$ cat src/rtl/spi_bus_arbiter_if.sv
// Bus bundle between the SPI masters and the pad arbiter.
// slave = arbiter view, master = requester/pad view.
interface spi_bus_arbiter_if #(
  parameter int unsigned NUM_REQ = 4,
  parameter int unsigned IDX_W   = 2
);
  logic [NUM_REQ-1:0] req_i;
  logic [NUM_REQ-1:0] gnt_o;
  logic [NUM_REQ-1:0] sck_i;
  logic [NUM_REQ-1:0] mosi_i;
  logic [NUM_REQ-1:0] cs_n_i;
  logic               miso_i;
  logic               sck_o;
  logic               mosi_o;
  logic [NUM_REQ-1:0] cs_n_o;
  logic [NUM_REQ-1:0] miso_o;
  logic               busy_o;
  logic [IDX_W-1:0]   owner_o;
  logic               timeout_o;

  modport slave (
    input  req_i, sck_i, mosi_i, cs_n_i, miso_i,
    output gnt_o, sck_o, mosi_o, cs_n_o, miso_o, busy_o, owner_o, timeout_o
  );

  modport master (
    output req_i, sck_i, mosi_i, cs_n_i, miso_i,
    input  gnt_o, sck_o, mosi_o, cs_n_o, miso_o, busy_o, owner_o, timeout_o
  );
endinterface

$ cat src/rtl/spi_bus_arbiter.sv
// Round-robin owner of the shared SPI pads with a CS-high guard gap between owners.
// Optional grant timeout enabled by defining SPI_ARB_TIMEOUT_EN.
module spi_bus_arbiter #(
  parameter int unsigned NUM_REQ        = 4,
  parameter int unsigned IDX_W          = 2,
  parameter int unsigned GUARD_CYCLES   = 4,
  parameter logic        SCK_IDLE       = 1'b0,
  parameter int unsigned TIMEOUT_CYCLES = 65535
) (
  input  logic              clk_i,
  input  logic              rst_n_i,
  spi_bus_arbiter_if.slave  bus
);

  localparam int unsigned GRD_W = 8;

  typedef enum logic [1:0] {
    ST_IDLE  = 2'd0,
    ST_GRANT = 2'd1,
    ST_GUARD = 2'd2
  } state_t;

  state_t             r_state;
  logic [NUM_REQ-1:0] r_gnt;
  logic [IDX_W-1:0]   r_owner;
  logic [IDX_W-1:0]   r_rr_ptr;
  logic [GRD_W-1:0]   r_guard_cnt;
  logic               r_busy;
  logic               r_timeout;

  logic [NUM_REQ-1:0] w_req_elig;
  logic               w_pick_vld;
  logic [IDX_W-1:0]   w_pick;
  logic [IDX_W-1:0]   w_next_ptr;
  logic               w_owner_req;
  logic               w_tmo_hit;
  logic               w_tmo_fire;
  logic               w_sck;
  logic               w_mosi;
  logic [NUM_REQ-1:0] w_cs_n;
  logic [NUM_REQ-1:0] w_miso;

  // First eligible request at or above rr_ptr, else the lowest one below it.
  always_comb begin
    w_pick_vld = 1'b0;
    w_pick     = '0;
    for (int unsigned j = 0; j < NUM_REQ; j++) begin
      if (!w_pick_vld && w_req_elig[j] && (32'(r_rr_ptr) <= j)) begin
        w_pick_vld = 1'b1;
        w_pick     = IDX_W'(j);
      end
    end
    for (int unsigned j = 0; j < NUM_REQ; j++) begin
      if (!w_pick_vld && w_req_elig[j]) begin
        w_pick_vld = 1'b1;
        w_pick     = IDX_W'(j);
      end
    end
  end

  assign w_next_ptr = (r_owner == IDX_W'(NUM_REQ - 1)) ? '0 : r_owner + IDX_W'(1);

  // Pad mux driven from the registered owner; pads idle outside GRANT.
  always_comb begin
    w_owner_req = 1'b0;
    w_sck       = SCK_IDLE;
    w_mosi      = 1'b0;
    w_cs_n      = '1;
    w_miso      = '0;
    for (int unsigned j = 0; j < NUM_REQ; j++) begin
      if (r_owner == IDX_W'(j)) begin
        w_owner_req = bus.req_i[j];
        if (r_state == ST_GRANT) begin
          w_sck     = bus.sck_i[j];
          w_mosi    = bus.mosi_i[j];
          w_cs_n[j] = bus.cs_n_i[j];
          w_miso[j] = bus.miso_i;
        end
      end
    end
  end

`ifdef SPI_ARB_TIMEOUT_EN
  localparam int unsigned TMO_W = $clog2(TIMEOUT_CYCLES + 1);

  logic [TMO_W-1:0]   r_tmo_cnt;
  logic [NUM_REQ-1:0] r_tmo_block;
  logic [NUM_REQ-1:0] w_req_unblk;

  assign w_tmo_hit   = (r_state == ST_GRANT) && (r_tmo_cnt == TMO_W'(TIMEOUT_CYCLES - 1));
  assign w_req_unblk = bus.req_i & ~r_tmo_block;
  // A timed-out master only competes again once nobody else is waiting.
  assign w_req_elig  = (w_req_unblk != '0) ? w_req_unblk : bus.req_i;

  always_ff @(posedge clk_i or negedge rst_n_i) begin
    if (!rst_n_i) begin
      r_tmo_cnt   <= '0;
      r_tmo_block <= '0;
    end else begin
      if (r_state != ST_GRANT || w_tmo_hit) begin
        r_tmo_cnt <= '0;
      end else begin
        r_tmo_cnt <= r_tmo_cnt + TMO_W'(1);
      end
      if (w_tmo_fire) begin
        r_tmo_block <= (r_tmo_block & bus.req_i) | (NUM_REQ'(1) << r_owner);
      end else if (r_state == ST_IDLE && w_pick_vld) begin
        r_tmo_block <= r_tmo_block & bus.req_i & ~(NUM_REQ'(1) << w_pick);
      end else begin
        r_tmo_block <= r_tmo_block & bus.req_i;
      end
    end
  end
`else
  assign w_tmo_hit  = 1'b0;
  assign w_req_elig = bus.req_i;
`endif

  assign w_tmo_fire = (r_state == ST_GRANT) && w_tmo_hit && w_owner_req;

  // Arbiter FSM with registered grant, owner, busy and timeout pulse.
  always_ff @(posedge clk_i or negedge rst_n_i) begin
    if (!rst_n_i) begin
      r_state     <= ST_IDLE;
      r_gnt       <= '0;
      r_owner     <= '0;
      r_rr_ptr    <= '0;
      r_guard_cnt <= '0;
      r_busy      <= 1'b0;
      r_timeout   <= 1'b0;
    end else begin
      r_timeout <= 1'b0;
      case (r_state)
        ST_IDLE: begin
          if (w_pick_vld) begin
            r_state <= ST_GRANT;
            r_gnt   <= NUM_REQ'(1) << w_pick;
            r_owner <= w_pick;
            r_busy  <= 1'b1;
          end
        end
        ST_GRANT: begin
          if (!w_owner_req || w_tmo_hit) begin
            r_state     <= ST_GUARD;
            r_gnt       <= '0;
            r_rr_ptr    <= w_next_ptr;
            r_guard_cnt <= GRD_W'(GUARD_CYCLES - 1);
            r_timeout   <= w_tmo_fire;
          end
        end
        ST_GUARD: begin
          if (r_guard_cnt == '0) begin
            r_state <= ST_IDLE;
            r_busy  <= 1'b0;
          end else begin
            r_guard_cnt <= r_guard_cnt - GRD_W'(1);
          end
        end
        default: begin
          r_state <= ST_IDLE;
          r_gnt   <= '0;
          r_busy  <= 1'b0;
        end
      endcase
    end
  end

  assign bus.gnt_o     = r_gnt;
  assign bus.owner_o   = r_owner;
  assign bus.busy_o    = r_busy;
  assign bus.timeout_o = r_timeout;
  assign bus.sck_o     = w_sck;
  assign bus.mosi_o    = w_mosi;
  assign bus.cs_n_o    = w_cs_n;
  assign bus.miso_o    = w_miso;

endmodule

$ cat src/flat_wrapper.sv
// flat-port wrapper written by rule: the top's interface ports become plain ports
module spi_bus_arbiter_flat 
#(
  parameter int unsigned NUM_REQ        = 4,
  parameter int unsigned IDX_W          = 2,
  parameter int unsigned GUARD_CYCLES   = 4,
  parameter logic        SCK_IDLE       = 1'b0,
  parameter int unsigned TIMEOUT_CYCLES = 65535
)
  (clk_i, rst_n_i, bus_req_i, bus_sck_i, bus_mosi_i, bus_cs_n_i, bus_miso_i, bus_gnt_o, bus_sck_o, bus_mosi_o, bus_cs_n_o, bus_miso_o, bus_busy_o, bus_owner_o, bus_timeout_o);
  spi_bus_arbiter_if #(.NUM_REQ(NUM_REQ), .IDX_W(IDX_W)) bus_i ();
  input  logic clk_i;
  input  logic rst_n_i;
  input wire logic [$bits(bus_i.req_i)-1:0] bus_req_i;
  input wire logic [$bits(bus_i.sck_i)-1:0] bus_sck_i;
  input wire logic [$bits(bus_i.mosi_i)-1:0] bus_mosi_i;
  input wire logic [$bits(bus_i.cs_n_i)-1:0] bus_cs_n_i;
  input wire logic [$bits(bus_i.miso_i)-1:0] bus_miso_i;
  output wire logic [$bits(bus_i.gnt_o)-1:0] bus_gnt_o;
  output wire logic [$bits(bus_i.sck_o)-1:0] bus_sck_o;
  output wire logic [$bits(bus_i.mosi_o)-1:0] bus_mosi_o;
  output wire logic [$bits(bus_i.cs_n_o)-1:0] bus_cs_n_o;
  output wire logic [$bits(bus_i.miso_o)-1:0] bus_miso_o;
  output wire logic [$bits(bus_i.busy_o)-1:0] bus_busy_o;
  output wire logic [$bits(bus_i.owner_o)-1:0] bus_owner_o;
  output wire logic [$bits(bus_i.timeout_o)-1:0] bus_timeout_o;
  assign bus_i.req_i = bus_req_i;
  assign bus_i.sck_i = bus_sck_i;
  assign bus_i.mosi_i = bus_mosi_i;
  assign bus_i.cs_n_i = bus_cs_n_i;
  assign bus_i.miso_i = bus_miso_i;
  assign bus_gnt_o = bus_i.gnt_o;
  assign bus_sck_o = bus_i.sck_o;
  assign bus_mosi_o = bus_i.mosi_o;
  assign bus_cs_n_o = bus_i.cs_n_o;
  assign bus_miso_o = bus_i.miso_o;
  assign bus_busy_o = bus_i.busy_o;
  assign bus_owner_o = bus_i.owner_o;
  assign bus_timeout_o = bus_i.timeout_o;
  spi_bus_arbiter #(.NUM_REQ(NUM_REQ), .IDX_W(IDX_W), .GUARD_CYCLES(GUARD_CYCLES), .SCK_IDLE(SCK_IDLE), .TIMEOUT_CYCLES(TIMEOUT_CYCLES)) u_core (.clk_i(clk_i), .rst_n_i(rst_n_i), .bus(bus_i));
endmodule
$ cat config.mk
export PLATFORM = sky130hd
export DESIGN_NAME = spi_bus_arbiter_flat
export DESIGN_NICKNAME = d
export VERILOG_FILES = /design/src/rtl/spi_bus_arbiter_if.sv /design/src/rtl/spi_bus_arbiter.sv /design/src/flat_wrapper.sv
export SDC_FILE = /design/constraint.sdc
export NUM_CORES = 1
export LEC_CHECK = 0
export CORE_AREA = 2 2 57 59
export CTS_BUF_LIST = sky130_fd_sc_hd__clkbuf_16
export DETAILED_ROUTE_END_ITERATION = 10
export DIE_AREA = 0 0 59 61
export GPL_TIMING_DRIVEN = 0
export PLACE_DENSITY = 0.74
export RECOVER_POWER = 25
export SLEW_MARGIN = 0
export SYNTH_ARGS = -nofsm -noshare
export SYNTH_HDL_FRONTEND = slang
export SYNTH_SLANG_ARGS = --single-unit
$ cat constraint.sdc
create_clock -name clk_i -period 2.05 [get_ports clk_i]
set_clock_uncertainty 0.1 [all_clocks]
set_input_delay 0.41 -clock clk_i [delete_from_list [all_inputs] [get_ports clk_i]]
set_output_delay 0.41 -clock clk_i [all_outputs]
set_load 0.03 [all_outputs]
==> results.ini <==
[outcome]
status=complete, but fails checks
violations=negative setup slack

[sta]
hold_viol=0
hold_ws_ps=431
fin_ws_ps=-153
fmax_ghz=0.454
worst_pin_slew_ps=870
setup_viol=7
slew_headroom_pct=41.8
layout_min_cycle_time_ps=2200
slew_violations=0
rsz0062_at_grt=yes
post-route-period-util_pct=107

[synth]
netlist_instances=132
synthTopCellsByArea=dfrtp_1 (39%), ha_1 (6.2%), a21oi_1 (4.5%), nor2_1 (3.4%), inv_1 (3.1%)
seq_area_frac_synth_pct=39.2
synthFlopType=dfrtp_1
synth-edff-count=0
syn_area_um2=1210
synth_cell_type_count=40
synth_seq_cells=19
avgSynthCellArea_um2=9.19
synth_fp_nets=157
yosys_warnings=0
synth_top_area_share_pct=39.2
yosysTopAreaCell=dfrtp_1
async_flop_share_pct=100

[pwr]
p_leak_nw=0.780
power_mw=2.91
p_per_area_nw_per_um2=1610
ir_drop_mv=1.02

[setup_path]
timing.rr.end=u_core.r_rr_ptr[1]
crit_path_max_incr_delay_ps=450
crit_path_end_kind=primary output
worst-path-buf-inv=2
reg2reg_slack_ps=-50
crit_path_start=u_core.bus.owner_o[0]
start_kind=register
critical-path-top-delay-family=compound AO/OA/AOI/OAI gates
cp_slowest_cell=dfrtp_2
cp_cell_sequence=inv_2 -> ha_4 -> nor2b_4 -> a221oi_2 -> a211o_1 -> a21oi_4 -> buf_6
crit_arrival_ps=1690
reg2reg_depth=7
worstPathRequired_ps=1540
r2r_start=u_core.bus.owner_o[0]
critPathKind=register to primary output
cp_max_fo=5

[placed_design]
portBuffers=35
gp_congestion=0.809
dp_hpwl_um=2390

[layout]
n_fill_cell=243
final-seq-area_um2=480
synthToLayoutAreaGrowth_pct=48.7
fin_util_pct=61.1
diodes=0
drive_gt1_share_pct=25.0
fin_nets=202
multi_input_area_um2=761

[clock_network]
clock-root-buffer=clkbuf_16
worstSkewPairLatency_ps=250
clkTransAtPathRegs_ps=50
cts_buffers=3
clock-sinks=19
cts-htree-levels=1
cts_hold_buf=0
clockBufferDepth=2
cts_tree=built

[floorplan]
core_um2=2950
dieArea_um2=3600
top_level_ports=37
dieHeight_um=61
die-width_um=59
start_util_pct=41.1
rows=20

[hold_path]
min_path_type=register to register
hold_end=u_core.r_guard_cnt[0]
min_path_cells=1
hold_path_startpoint=u_core.r_guard_cnt[0]

[grt]
overflow=0
grt_use_total_pct=20.5
grt_pass1_wl_um=5580
grt_start_max_net_pins=20
grt_pass1_vias=1258
antenna_found_initial=0

[drt]
drc_errors=0
drt-total-wl_um=3490
wl_per_cell_um=16.7
ant_nets=0
drt-initial-drc-count=22
first_pass_iters=5
vias=1170
viasPerCell=5.60

[run]
drv_cap=0

==> state kept, by name (all words and copies together), names as in the netlist <==
register and flops:
u_core.r_guard_cnt 8, u_core.bus.gnt_o 4, u_core.bus.owner_o 2, u_core.r_rr_ptr 2
u_core.r_state 2, u_core.bus.busy_o 1
==> placed cells by master, fill, tap and decap left out, drive strengths merged, types with 3 or more instances in the layout <==
master	instances
o21ai	3
dfrtp	19
mux2i	3
nor3b	3
nor3	3
ha	6
nand2	6
nor4	3
clkdlybuf4s50	24
nand3b	5
nor2	11
and3	4
nor2b	5
inv	10
nand2b	4
clkbuf	7
a211o	3
buf	14
a211oi	4
a21oi	11
==> synthesized netlist by cell type, drive strengths merged, types with 2 or more instances <==
cell / n
dfrtp: 19
a21oi: 11
nor2: 11
inv: 10
ha: 6
nand2: 6
nand3b: 5
nor2b: 5
a211oi: 4
and3: 4
buf: 4
nand2b: 4
a211o: 3
mux2i: 3
nor3: 3
nor3b: 3
nor4: 3
o21ai: 3
a221oi: 2
a311oi: 2
a32o: 2
mux2: 2
o22ai: 2
==> cells by family after synthesis <==
kind of cell / Yosys count / synth area share [%]
other: 1 / 0.309
muxes: 5 / 4.95
xor gates and xnor gates: 1 / 0.722
DFF: 19 / 39.2
adders and majority gates: 6 / 6.19
buffers and inverters: 15 / 5.98
and+or+nand+nor: 50 / 22.9
AOI/OAI and AO/OA: 35 / 19.8
==> worst max-delay path by stage <==
| stage | to | slack, ps | cells after the start |
|---|---|---|---|
| finish | bus_mosi_o | -150 | 7 |
| detailed placement | bus_mosi_o | -600 | 7 |
| global route | bus_mosi_o | -210 | 7 |
| global placement | bus_sck_o | -560 | 7 |
| CTS | bus_mosi_o | -150 | 6 |
| floorplan | u_core.r_rr_ptr[0] | 4 | 7 |
==> metal layers <==
layer  track usage (%)  part of all wire, %
met1              22.9                   41
met4              3.57                 0.23
met5                 0                    0
met2              40.3                   55
met3              4.05                  3.6
==> power by group <==
group / internal (mW) / switching, mW
clock network: 0.264 / 0.143
logic: 0.792 / 0.943
registers: 0.557 / 0.211
==> through the flow <==
| stage | area (um2) | TNS [ps] | instances | setup WS (ps) |
|---|---|---|---|---|
| floorplan | 1250 | 0 | 132 | 3.54 |
| global placement | 1640 | -3810 | 200 | -557 |
| detailed placement | 1640 | -4560 | 200 | -601 |
| CTS | 1790 | -424 | 207 | -155 |
| global route | 1800 | -963 | 209 | -205 |
| finish | 1800 | -424 | 209 | -153 |
==> final cells by class <==
| class | instances | share of cell area (%) |
|---|---|---|
| clock inverter | 1 | 0.416 |
| inverter | 10 | 2.22 |
| multi-input combinational | 98 | 42.2 |
| clock buffer | 3 | 4.16 |
| buffer | 5 | 2.15 |
| sequential | 19 | 26.6 |
| timing repair buffer | 40 | 20.0 |
| tap | 33 | 2.29 |
==> timing repair <==
action,4_1_cts,5_1_grt
pin swaps,3,0
cloned,0,0
buffers inserted,3,2
endpoints found under the setup margin,13,20
gates resized for setup,42,17
Power figures use the tool's default switching activity.
==> RTL edit, RTL diff (same settings) <==
`SCK_IDLE` is set to 1'b0 in 2 places; all go to 1'b1.
--- a/src/rtl/spi_bus_arbiter.sv
+++ b/src/rtl/spi_bus_arbiter.sv
@@ -5,5 +5,5 @@
   parameter int unsigned IDX_W          = 2,
   parameter int unsigned GUARD_CYCLES   = 4,
-  parameter logic        SCK_IDLE       = 1'b0,
+  parameter logic        SCK_IDLE       = 1'b1,
   parameter int unsigned TIMEOUT_CYCLES = 65535
 ) (
--- a/src/flat_wrapper.sv
+++ b/src/flat_wrapper.sv
@@ -5,5 +5,5 @@
   parameter int unsigned IDX_W          = 2,
   parameter int unsigned GUARD_CYCLES   = 4,
-  parameter logic        SCK_IDLE       = 1'b0,
+  parameter logic        SCK_IDLE       = 1'b1,
   parameter int unsigned TIMEOUT_CYCLES = 65535
 )
Function: changed (a bounded check fails within 4 cycles, from zero or initial values and one cycle with rst_n_i low).
==> RTL edit against the original RTL <==
- the run still ends with negative setup slack left
- sequential cell count stayed put
- worst hold slack worse by 0.035 ns
- power decreased by 2.4%
- count of clock-buffer cells in the layout did not move
- area after synthesis increased by 2.0%
- final area up 4.9%
- clock power is essentially flat
- worst setup slack better by 0.079 ns
- wire length fell by 4.7%
- critical path type unchanged
==> RTL edit: results <==
detailed_routing:
  first_iter_violations: 40
  viasPerCell: 5.54
  drt_first_pass_iters: 4
  routedLengthMet1_mm: 1.41
  top_layer: "met3"
  wl_met3_um: 83
  wl_met2_mm: 1.84
  vias: 1202
  routedWlPerCell_um: 15.3
synth:
  synth_nets: 160
  synth_area_leaders: "dfrtp_1 38%, ha_1 6.1%, nand3b_1 3.6%, nor2_1 3.3%, a21oi_1 3.2%"
  synthAdderAreaFrac_pct: 6.07
  synth-xor-area-share_pct: 0.708
  yosysWarningCount: 0
  synth-seq-cells: 19
  ys_top_cells_by_count: "19 x dfrtp_1, 11 x nor2_1, 9 x nand2_1"
  ys_types: 42
  synth_compound_area_share_pct: 17.7
  synthMuxAreaShare_pct: 5.66
  syn-instance-count: 135
  seq_area_frac_synth_pct: 38.4
sta:
  setup-violations-final: 2
  slew_headroom_pct: 41.2
  whs_ns: 0.396
  finalSetupTns_ns: -0.0895
  worst_slack_ns: -0.0739
finish:
  sh_seq_area_pct: 25.4
  final-clk-cell-share_pct: 4.23
  multi_input_area_um2: 810
  drive_gt1_share_pct: 27.7
  multi_input_cells: 104
  inverters_excl_clock: 7
  signal_buffers: 50
status:
  status: "complete, but fails checks"
  violations: "negative setup slack"
global_route:
  met2_usage_pct: 32.4
  grt_pass1_vias: 1119
  grt_pass1_wl_mm: 4.95
  use_met3_pct: 3.84
  track_usage_pct: 17.7
  met1_usage_pct: 22.2
power:
  vdd.ir_drop.worst_mv: 0.830
  cellLeakagePower_nw: 0.810
place:
  gpl.final_weighted_congestion: 0.799
  place_ws_ns: -0.443
  placed_area_um2: 1640
  dp_hpwl_mm: 2.24
  placed_cells: 203
worst_setup_path:
  ff2ff_path_depth: 8
  critPathKind: "reg2out"
  regToRegEndpoint: "u_core.r_rr_ptr[1]$_DFFE_PN0P_"
  cp_top_family: "flip-flops"
  arrival_ns: 1.61
  endpoint: "bus_sck_o"
  reg2reg_slack_ns: 0.02
[RTL edit: cell types whose count changed in the layout (fill, tap and decap cells not counted), sizes merged, moves of 2 or more]
| cell | change |
|---|---|
| o21ai | +5 |
| buf | +7 |
| inv | -3 |
| clkbuf | -2 |
| nand2 | +3 |
| a221oi | -2 |
| or3 | +2 |
| a21oi | -3 |
[RTL edit: repair_timing]
action | CTS | global route
setup endpoints to repair | 15 | 15
resized for setup | 60 | 22
setup buffers | 4 | 7
hold endpoints to repair | 0 | 0
pin swaps | 3 | 4
[RTL edit: report_power, final]
group | internal [mW] | total (mW) | leakage (nW) | switching, mW
logic | 0.847 | 1.72 | 0.533 | 0.877
clock network | 0.262 | 0.406 | 0.0409 | 0.144
registers | 0.531 | 0.708 | 0.236 | 0.177
